$ cat src/rtl/riscv_lsu_pkg.sv
// Shared encodings for the RISC-V load/store adapter: funct3 codes, FSM states
// and request legality helpers.
package riscv_lsu_pkg;

   localparam logic [2:0] F3_B  = 3'b000;
   localparam logic [2:0] F3_H  = 3'b001;
   localparam logic [2:0] F3_W  = 3'b010;
   localparam logic [2:0] F3_BU = 3'b100;
   localparam logic [2:0] F3_HU = 3'b101;

   typedef enum logic [2:0] {
      ST_IDLE      = 3'd0,
      ST_READ      = 3'd1,
      ST_LOAD_DATA = 3'd2,
      ST_MERGE     = 3'd3,
      ST_WRITE     = 3'd4,
      ST_RESP      = 3'd5
   } lsu_state_t;

   function automatic logic is_misaligned(input logic [2:0] funct3, input logic [1:0] addr_lo);
      logic mis;
      case (funct3)
         F3_H, F3_HU: mis = addr_lo[0];
         F3_W:        mis = (addr_lo != 2'b00);
         default:     mis = 1'b0;
      endcase
      return mis;
   endfunction

   // Stores only know B/H/W; loads additionally accept the unsigned variants.
   function automatic logic is_illegal_funct3(input logic write, input logic [2:0] funct3);
      logic bad;
      case (funct3)
         F3_B, F3_H, F3_W: bad = 1'b0;
         F3_BU, F3_HU:     bad = write;
         default:          bad = 1'b1;
      endcase
      return bad;
   endfunction

endpackage

$ cat src/rtl/riscv_lsu_adapter_lane_align.sv
// Little-endian lane handling: load extraction with sign/zero extension and
// sub-word store merge into an existing memory word.
module riscv_lane_align
   import riscv_lsu_pkg::*;
(
   input  logic [31:0] i_word,
   input  logic [31:0] i_wdata,
   input  logic [2:0]  i_funct3,
   input  logic [1:0]  i_offset,
   output logic [31:0] o_load_data,
   output logic [31:0] o_store_data
);

   logic [7:0]  w_byte;
   logic [15:0] w_half;

   // Select the addressed byte and halfword lanes of the memory word.
   always_comb begin
      case (i_offset)
         2'd0:    w_byte = i_word[7:0];
         2'd1:    w_byte = i_word[15:8];
         2'd2:    w_byte = i_word[23:16];
         default: w_byte = i_word[31:24];
      endcase
      if (i_offset[1]) begin
         w_half = i_word[31:16];
      end else begin
         w_half = i_word[15:0];
      end
   end

   // Extend the selected lane to 32 bits.
   always_comb begin
      case (i_funct3)
         F3_B:    o_load_data = {{24{w_byte[7]}}, w_byte};
         F3_BU:   o_load_data = {24'h00_0000, w_byte};
         F3_H:    o_load_data = {{16{w_half[15]}}, w_half};
         F3_HU:   o_load_data = {16'h0000, w_half};
         F3_W:    o_load_data = i_word;
         default: o_load_data = 32'h0000_0000;
      endcase
   end

   // Replace the addressed lane of the old word with the store data.
   always_comb begin
      o_store_data = i_word;
      case (i_funct3)
         F3_B: begin
            case (i_offset)
               2'd0:    o_store_data[7:0]   = i_wdata[7:0];
               2'd1:    o_store_data[15:8]  = i_wdata[7:0];
               2'd2:    o_store_data[23:16] = i_wdata[7:0];
               default: o_store_data[31:24] = i_wdata[7:0];
            endcase
         end
         F3_H: begin
            if (i_offset[1]) begin
               o_store_data[31:16] = i_wdata[15:0];
            end else begin
               o_store_data[15:0] = i_wdata[15:0];
            end
         end
         F3_W:    o_store_data = i_wdata;
         default: o_store_data = i_word;
      endcase
   end

endmodule

$ cat src/rtl/riscv_lsu_adapter.sv
// Load/store adapter in front of a word-organised synchronous-read memory:
// word stores go straight out, sub-word stores read-modify-write, loads extract.
module riscv_lsu_adapter
   import riscv_lsu_pkg::*;
#(
   parameter int          PRINT_TRANSACTIONS = 0,
   parameter logic [31:0] ERROR_RDATA        = 32'h0000_0000
)(
   input  logic        clk,
   input  logic        rst,
   input  logic        req_valid,
   output logic        req_ready,
   input  logic        req_write,
   input  logic [2:0]  req_funct3,
   input  logic [31:0] req_addr,
   input  logic [31:0] req_wdata,
   output logic        rsp_valid,
   output logic        rsp_error,
   output logic [31:0] rsp_rdata,
   output logic        mem_read_en,
   output logic        mem_write_en,
   output logic [31:0] mem_address,
   output logic [31:0] mem_write_data,
   input  logic [31:0] mem_read_data
);

   lsu_state_t  r_state;
   lsu_state_t  w_state_nxt;

   logic        r_write;
   logic [2:0]  r_funct3;
   logic [31:0] r_addr;
   logic [31:0] r_wdata;

   logic        r_req_ready;
   logic        r_rsp_valid;
   logic        r_rsp_error;
   logic [31:0] r_rsp_rdata;
   logic        r_mem_read_en;
   logic        r_mem_write_en;
   logic [31:0] r_mem_address;
   logic [31:0] r_mem_write_data;

   logic        w_req_ready_nxt;
   logic        w_rsp_valid_nxt;
   logic        w_rsp_error_nxt;
   logic [31:0] w_rsp_rdata_nxt;
   logic        w_mem_read_en_nxt;
   logic        w_mem_write_en_nxt;
   logic [31:0] w_mem_address_nxt;
   logic [31:0] w_mem_write_data_nxt;

   logic        w_accept;
   logic        w_err;
   logic [31:0] w_load_data;
   logic [31:0] w_store_data;

   assign w_accept = (r_state == ST_IDLE) && req_valid;
   assign w_err    = is_misaligned(req_funct3, req_addr[1:0]) ||
                     is_illegal_funct3(req_write, req_funct3);

   riscv_lane_align u_lane_align (
      .i_word       (mem_read_data),
      .i_wdata      (r_wdata),
      .i_funct3     (r_funct3),
      .i_offset     (r_addr[1:0]),
      .o_load_data  (w_load_data),
      .o_store_data (w_store_data)
   );

   // FSM state register.
   always_ff @(posedge clk or negedge rst) begin
      if (!rst) begin
         r_state <= ST_IDLE;
      end else begin
         r_state <= w_state_nxt;
      end
   end

   // FSM next-state logic.
   always_comb begin
      w_state_nxt = r_state;
      case (r_state)
         ST_IDLE: begin
            if (!req_valid) begin
               w_state_nxt = ST_IDLE;
            end else if (w_err) begin
               w_state_nxt = ST_RESP;
            end else if (req_write && (req_funct3 == F3_W)) begin
               w_state_nxt = ST_WRITE;
            end else begin
               w_state_nxt = ST_READ;
            end
         end
         ST_READ: begin
            if (r_write) begin
               w_state_nxt = ST_MERGE;
            end else begin
               w_state_nxt = ST_LOAD_DATA;
            end
         end
         ST_LOAD_DATA: w_state_nxt = ST_IDLE;
         ST_MERGE:     w_state_nxt = ST_IDLE;
         ST_WRITE:     w_state_nxt = ST_IDLE;
         ST_RESP:      w_state_nxt = ST_IDLE;
         default:      w_state_nxt = ST_IDLE;
      endcase
   end

   // FSM output logic: next values of the registered outputs.
   always_comb begin
      w_rsp_valid_nxt = 1'b0;
      w_rsp_error_nxt = 1'b0;
      w_rsp_rdata_nxt = 32'h0000_0000;
      case (r_state)
         ST_IDLE: begin
            if (w_accept && w_err) begin
               w_rsp_valid_nxt = 1'b1;
               w_rsp_error_nxt = 1'b1;
               w_rsp_rdata_nxt = ERROR_RDATA;
            end else begin
               w_rsp_valid_nxt = 1'b0;
            end
         end
         ST_LOAD_DATA: begin
            w_rsp_valid_nxt = 1'b1;
            w_rsp_rdata_nxt = w_load_data;
         end
         ST_MERGE, ST_WRITE: w_rsp_valid_nxt = 1'b1;
         default:            w_rsp_valid_nxt = 1'b0;
      endcase

      w_req_ready_nxt    = (w_state_nxt == ST_IDLE);
      w_mem_read_en_nxt  = (w_state_nxt == ST_READ);
      w_mem_write_en_nxt = (w_state_nxt == ST_WRITE) || (w_state_nxt == ST_MERGE);

      if (w_state_nxt == ST_IDLE) begin
         w_mem_address_nxt = 32'h0000_0000;
      end else if (w_accept) begin
         w_mem_address_nxt = {req_addr[31:2], 2'b00};
      end else begin
         w_mem_address_nxt = r_mem_address;
      end

      if (w_accept && (w_state_nxt == ST_WRITE)) begin
         w_mem_write_data_nxt = req_wdata;
      end else begin
         w_mem_write_data_nxt = 32'h0000_0000;
      end
   end

   // Output registers; reset drops the memory enables immediately.
   always_ff @(posedge clk or negedge rst) begin
      if (!rst) begin
         r_req_ready      <= 1'b1;
         r_rsp_valid      <= 1'b0;
         r_rsp_error      <= 1'b0;
         r_rsp_rdata      <= 32'h0000_0000;
         r_mem_read_en    <= 1'b0;
         r_mem_write_en   <= 1'b0;
         r_mem_address    <= 32'h0000_0000;
         r_mem_write_data <= 32'h0000_0000;
      end else begin
         r_req_ready      <= w_req_ready_nxt;
         r_rsp_valid      <= w_rsp_valid_nxt;
         r_rsp_error      <= w_rsp_error_nxt;
         r_rsp_rdata      <= w_rsp_rdata_nxt;
         r_mem_read_en    <= w_mem_read_en_nxt;
         r_mem_write_en   <= w_mem_write_en_nxt;
         r_mem_address    <= w_mem_address_nxt;
         r_mem_write_data <= w_mem_write_data_nxt;
      end
   end

   // Request capture on acceptance; held for the rest of the transaction.
   always_ff @(posedge clk or negedge rst) begin
      if (!rst) begin
         r_write  <= 1'b0;
         r_funct3 <= 3'b000;
         r_addr   <= 32'h0000_0000;
         r_wdata  <= 32'h0000_0000;
      end else if (w_accept) begin
         r_write  <= req_write;
         r_funct3 <= req_funct3;
         r_addr   <= req_addr;
         r_wdata  <= req_wdata;
      end else begin
         r_write  <= r_write;
         r_funct3 <= r_funct3;
         r_addr   <= r_addr;
         r_wdata  <= r_wdata;
      end
   end

   assign req_ready    = r_req_ready;
   assign rsp_valid    = r_rsp_valid;
   assign rsp_error    = r_rsp_error;
   assign rsp_rdata    = r_rsp_rdata;
   assign mem_read_en  = r_mem_read_en;
   assign mem_write_en = r_mem_write_en;
   assign mem_address  = r_mem_address;
   // Merged word depends on read data that only arrives in the MERGE cycle.
   assign mem_write_data = (r_state == ST_MERGE) ? w_store_data : r_mem_write_data;

endmodule

$ cat config.mk
export PLATFORM = sky130hd
export DESIGN_NAME = riscv_lsu_adapter
export DESIGN_NICKNAME = d
export VERILOG_FILES = /design/src/rtl/riscv_lsu_pkg.sv /design/src/rtl/riscv_lsu_adapter_lane_align.sv /design/src/rtl/riscv_lsu_adapter.sv
export SDC_FILE = /design/constraint.sdc
export NUM_CORES = 1
export LEC_CHECK = 0
export BUFFER_PORTS_ARGS = -buffer_cell sky130_fd_sc_hd__buf_2
export CAP_MARGIN = 20
export CORE_MARGIN = 2
export CORE_UTILIZATION = 40
export CTS_CLUSTER_DIAMETER = 50
export DETAILED_ROUTE_END_ITERATION = 7
export GPL_ROUTABILITY_DRIVEN = 0
export MAX_ROUTING_LAYER = met4
export SYNTH_ARGS = -nofsm -noshare
export SYNTH_HDL_FRONTEND = slang
export SYNTH_SLANG_ARGS = --single-unit
$ cat constraint.sdc
create_clock -name clk -period 1.8 [get_ports clk]
set_clock_uncertainty 0.15 [all_clocks]
set_input_delay 0.18 -clock clk [delete_from_list [all_inputs] [get_ports clk]]
set_output_delay 0.18 -clock clk [all_outputs]
set_load 0.01 [all_outputs]
* Word level (Yosys, flattened, before mapping)
Index checks and enable logic that the tools add are counted.
Widths: inputs -> output; s select.
** Word-level totals
- Register bits :: 142
- Bits of input ports :: 103
- Output and inout port bits :: 101
- Word-level logic and storage cells :: 73
** Cells by class
- Equality and inequality tests :: 17
- Muxes and demuxes :: 25
- Reductions and logical operators :: 18
** Operators with widths (count)
- $mux 32 :: 5
- $pmux 32 s5 :: 1
- $pmux 32 s3 :: 1
- $mux 16 :: 3
- $mux 8 :: 4
- $pmux 8 s3 :: 1
- $eq 3x3->1 const B :: 6
- $eq 3x2->1 const B :: 5
- $eq 3x1->1 const B :: 4
- $logic_not 3->1 :: 4
- $mux 3 :: 3
- $reduce_or 3->1 :: 3
- $pmux 1 s2 :: 3
- $pmux 3 s2 :: 1
- $logic_and 1x1->1 :: 4
- $reduce_bool 2->1 :: 2
- $reduce_or 2->1 :: 2
- $mux 1 :: 3
- $eq 2x1->1 const B :: 1
- $eq 2x2->1 const B :: 1
- $logic_not 2->1 :: 1
- $logic_or 1x1->1 :: 2

* Longest topological paths before layout
- Word-level depth :: 10
- Gate-level depth with buffers :: 7
- Depth with buffers taken out :: 4

* Modules after synthesis
Synthesis repeated with hierarchy kept, for this count alone.
** Unflattened totals
- Cell total of the unflattened synthesis :: 689
- Area total of the unflattened synthesis :: 6962.9 µm²
** Modules (own cells, without submodules)
- riscv_lsu_adapter :: instances 1, cells an instance 432, area an instance 5243.8 µm², sequential area each 3504.6 µm²
- riscv_lane_align :: instances 1, cells an instance 257, area an instance 1719.1 µm², sequential area each 0.0 µm²

* Worst setup path after synthesis
OpenSTA, ideal clock, no wires.
- Path kind :: flip-flop to output port
- From :: reg r_state[2]
- To :: out mem_write_data[4]
- Arrival :: 1429 ps
- Required time :: 1470 ps
- Slack :: 41 ps
- Cell stages (with the launch flop) :: 8
- Buffers on the path :: 3
- Cells stage by stage :: dfrtp_1 buf_2 and3b_1 buf_4 buf_6 nand2_1 or3_1 nand3_1
** On the way
- Word-level cells in the longest chain between the ends :: 2
** RTL lines
- start, declared :: line riscv_lsu_adapter.sv:27 : lsu_state_t r_state;
- start signal, assigned :: line riscv_lsu_adapter.sv:76 : r_state <= w_state_nxt;
- $eq 3x2->1 :: line riscv_lsu_adapter.sv:203 : assign mem_write_data = (r_state == ST_MERGE) ? w_store_data : r_mem_write_data;
- $mux 32 :: line riscv_lsu_adapter.sv:203
- end, declared :: line riscv_lsu_adapter.sv:23 : output logic [31:0] mem_write_data,
No other way between the ends.

* Worst setup path after layout
- From :: reg r_state[2]
- To :: out mem_write_data[20]
Same word-level chain as after synthesis.

==> results.toml <==
[cells_and_area]
synthToLayoutAreaGrowth_pct = 56.2
layout_commonest_cell = "buf_2"
drive_above_1_share = 0.373
final_nets = 1123
num_antenna_cells = 0
final_cell_mix = "buf_2, nand2_1, dfrtp_1, dlygate4sd3_1, buf_4"

[place]
io_buffers = 201
post-place-ws_ns = -0.386
dp_hpwl_mm = 16.2

[sta]
rsz0062_at_grt = "yes"
period_minus_slack_ns = 2.33
maxSlewViolCount = 0
min_period_over_period = 1.29
final_hold_viol_count = 0
fin_ws_ns = -0.525
max_clock_freq_mhz = 430
fin_tns_setup_ns = -20.58
setup_violations = 60

[pwr]
peakVddDrop_mv = 0.957
swShare = 0.385
power_density_nw_per_um2 = 1490
power_frac_seq = 0.307
p_comb_frac = 0.488
intPower_uw = 9650
switchingPower_uw = 6040
pwr-share-clk = 0.205
p_leak_uw = 0.00526

[setup_path]
rr_worst_depth = 7
slowest_delay_ns = 0.40
worstPathMaxFanout = 6
path_cells = "and3b_2 > buf_6 > nand2_4 > bufbuf_16 > o22ai_1 > a21oi_1 > buf_2"
critPathArrivalTime_ns = 2.00
cp_slowest_cell = "dfrtp_1"
criticalPathCategory = "flip-flop to output pin"
crit_required_ns = 1.47
endpoint_kind = "output pin"
startpoint_type = "flip-flop"

[yosys]
yosysTopAreaCell = "dfrtp_1"
synth_edf_count = 0
netlist_area_um2 = 6720
ys_seq_area_frac = 0.521
synth.area.top_cells = "dfrtp_1, nand2_1, a22o_1"
synth_top_area_share = 0.517
ys_dominant_reg_cell = "dfrtp_1"
yosys_warnings = 0
syn_inst = 674
async_reset_ff_frac = 1.00
ys_types = 49
syn_avg_cell_area_um2 = 9.97
ys_ff_latch = 140

[floorplan]
die_x_um = 134
io_pins = 204
die_area_um2 = 17900
die_y_um = 134
coreArea_um2 = 16500
initial_core_util = 0.407
num_rows = 47

[route]
drt_first_pass_iters = 5
remaining_drc_errors = 0
wl_per_cell_um = 19.1
postRouteWirelength_mm = 23.9
vias = 6835
via_per_inst = 5.45
ant_nets = 0
drtIter0Drc = 463

[clock_network]
cts.sink_count = 140
cts_tree = "done"
cts_buffer_depth = 2
numCtsBuffers = 17
path_clk_slew_ns = 0.06
worstSkewPairLatency_ns = 0.42
cts-root-buf = "clkbuf_16"
htree_num_levels = 4

[run_status]
violations = "negative setup slack"
status = "finished with violations"

[grt]
grt-ovfl-total = 0
grt_max_degree = 39
track_usage = 0.272
grt_pass1_wl_mm = 36.3
grt_pass1_vias = 6762
antenna_found_initial = 0

[flow_run]
maxCapViolCount = 0

[hold_path]
hp-class = "input port to flip-flop"
min_path_cells = 3
metrics by stage:
step,utilization,total power (µW),hold WS [ns],instance area [µm²],cells
6_report,0.635,15700,0.0408,10500,1253
4_1_cts,0.619,15100,0.0149,10200,1246
2_1_floorplan,-,8230,-0.266,6730,675
3_3_place_gp,0.501,10500,-0.0587,8280,1102
3_5_place_dp,0.501,10700,-0.0586,8280,1102
5_1_grt,0.635,16500,0.0339,10500,1253
power by group through the flow:
| stage | Clock [µW] | Sequential, µW | Combinational [µW] |
|---|---|---|---|
| CTS | 3250 | 4750 | 7060 |
| global route | 3390 | 4880 | 8200 |
| finish | 3210 | 4820 | 7660 |
| detailed placement | 0 | 4720 | 5950 |
| floorplan | 0 | 4600 | 3630 |
| global placement | 0 | 4720 | 5820 |
cells in the mapped netlist, drive strengths merged (2+ instances only):
cell    number
a221oi      15
a21oi       48
a31oi        2
a21o         3
nand2      155
o21ai       20
o22ai       17
buf         43
a22oi        9
clkbuf      13
mux4         8
o211ai       8
and2        36
mux2i       25
nor3         3
nand3       10
or3          8
nand3b       2
a22o        31
nand2b       3
nor2b        2
a221o       16
nor2        41
dfrtp      139
final cells by class:
type / count / area (µm²)
clock inverters: 3 / 40.0
clock buffers: 29 / 490
flip-flops and latches: 140 / 3510
inverters: 1 / 7.51
well taps: 220 / 275
fillers: 1338 / 6030
multi-input cells: 478 / 3240
repair buffers: 382 / 2940
cell families after synthesis:
group | synth area share
multiplexers | 0.0657
other | 0.000558
buffers and inverters | 0.0486
flip-flops | 0.521
AND/OR/NAND/NOR | 0.179
AO/OA/AOI/OAI | 0.185
registers in the layout, summed over array words and instances, names as in the netlist, 2 cells and up:
signal,count
r_funct3,3
r_wdata,32
rsp_rdata,32
r_state,3
r_mem_write_data,32
mem_address,30
r_addr,2
critical path, delay by kind of cell (launching register included):
family / cells / cell delay, ns
buf+inv: 3 / 0.56
flops: 1 / 0.40
compound gates: 2 / 0.23
simple gates: 2 / 0.40
final timing paths:
path                                   start             endpoint  slack, ns
setup / recovery                  r_state[2]   mem_write_data[20]      -0.53
hold / removal             mem_read_data[14]        rsp_rdata[14]       0.04
setup reg to reg                   r_addr[1]         rsp_rdata[7]      -0.24
hold reg to reg                  r_wdata[25]          r_wdata[25]       0.34
max in group asynchronous                rst          r_wdata[11]       0.80
min in group asynchronous                rst  r_mem_write_data[0]       0.07
layer usage:
metal / track usage / share of wire
met1: 0.330 / 0.40
met2: 0.441 / 0.49
met3: 0.0556 / 0.074
met4: 0.125 / 0.041
met5: - / 0
what timing repair did:
item,in CTS,in global routing
pin swaps,30,27
setup buffers,18,4
hold buffers,93,0
gates resized for setup,84,38
gates cloned,2,4
hold endpoints to repair,265,0
setup endpoints to repair,59,134
(Power assumes the default switching activity.)
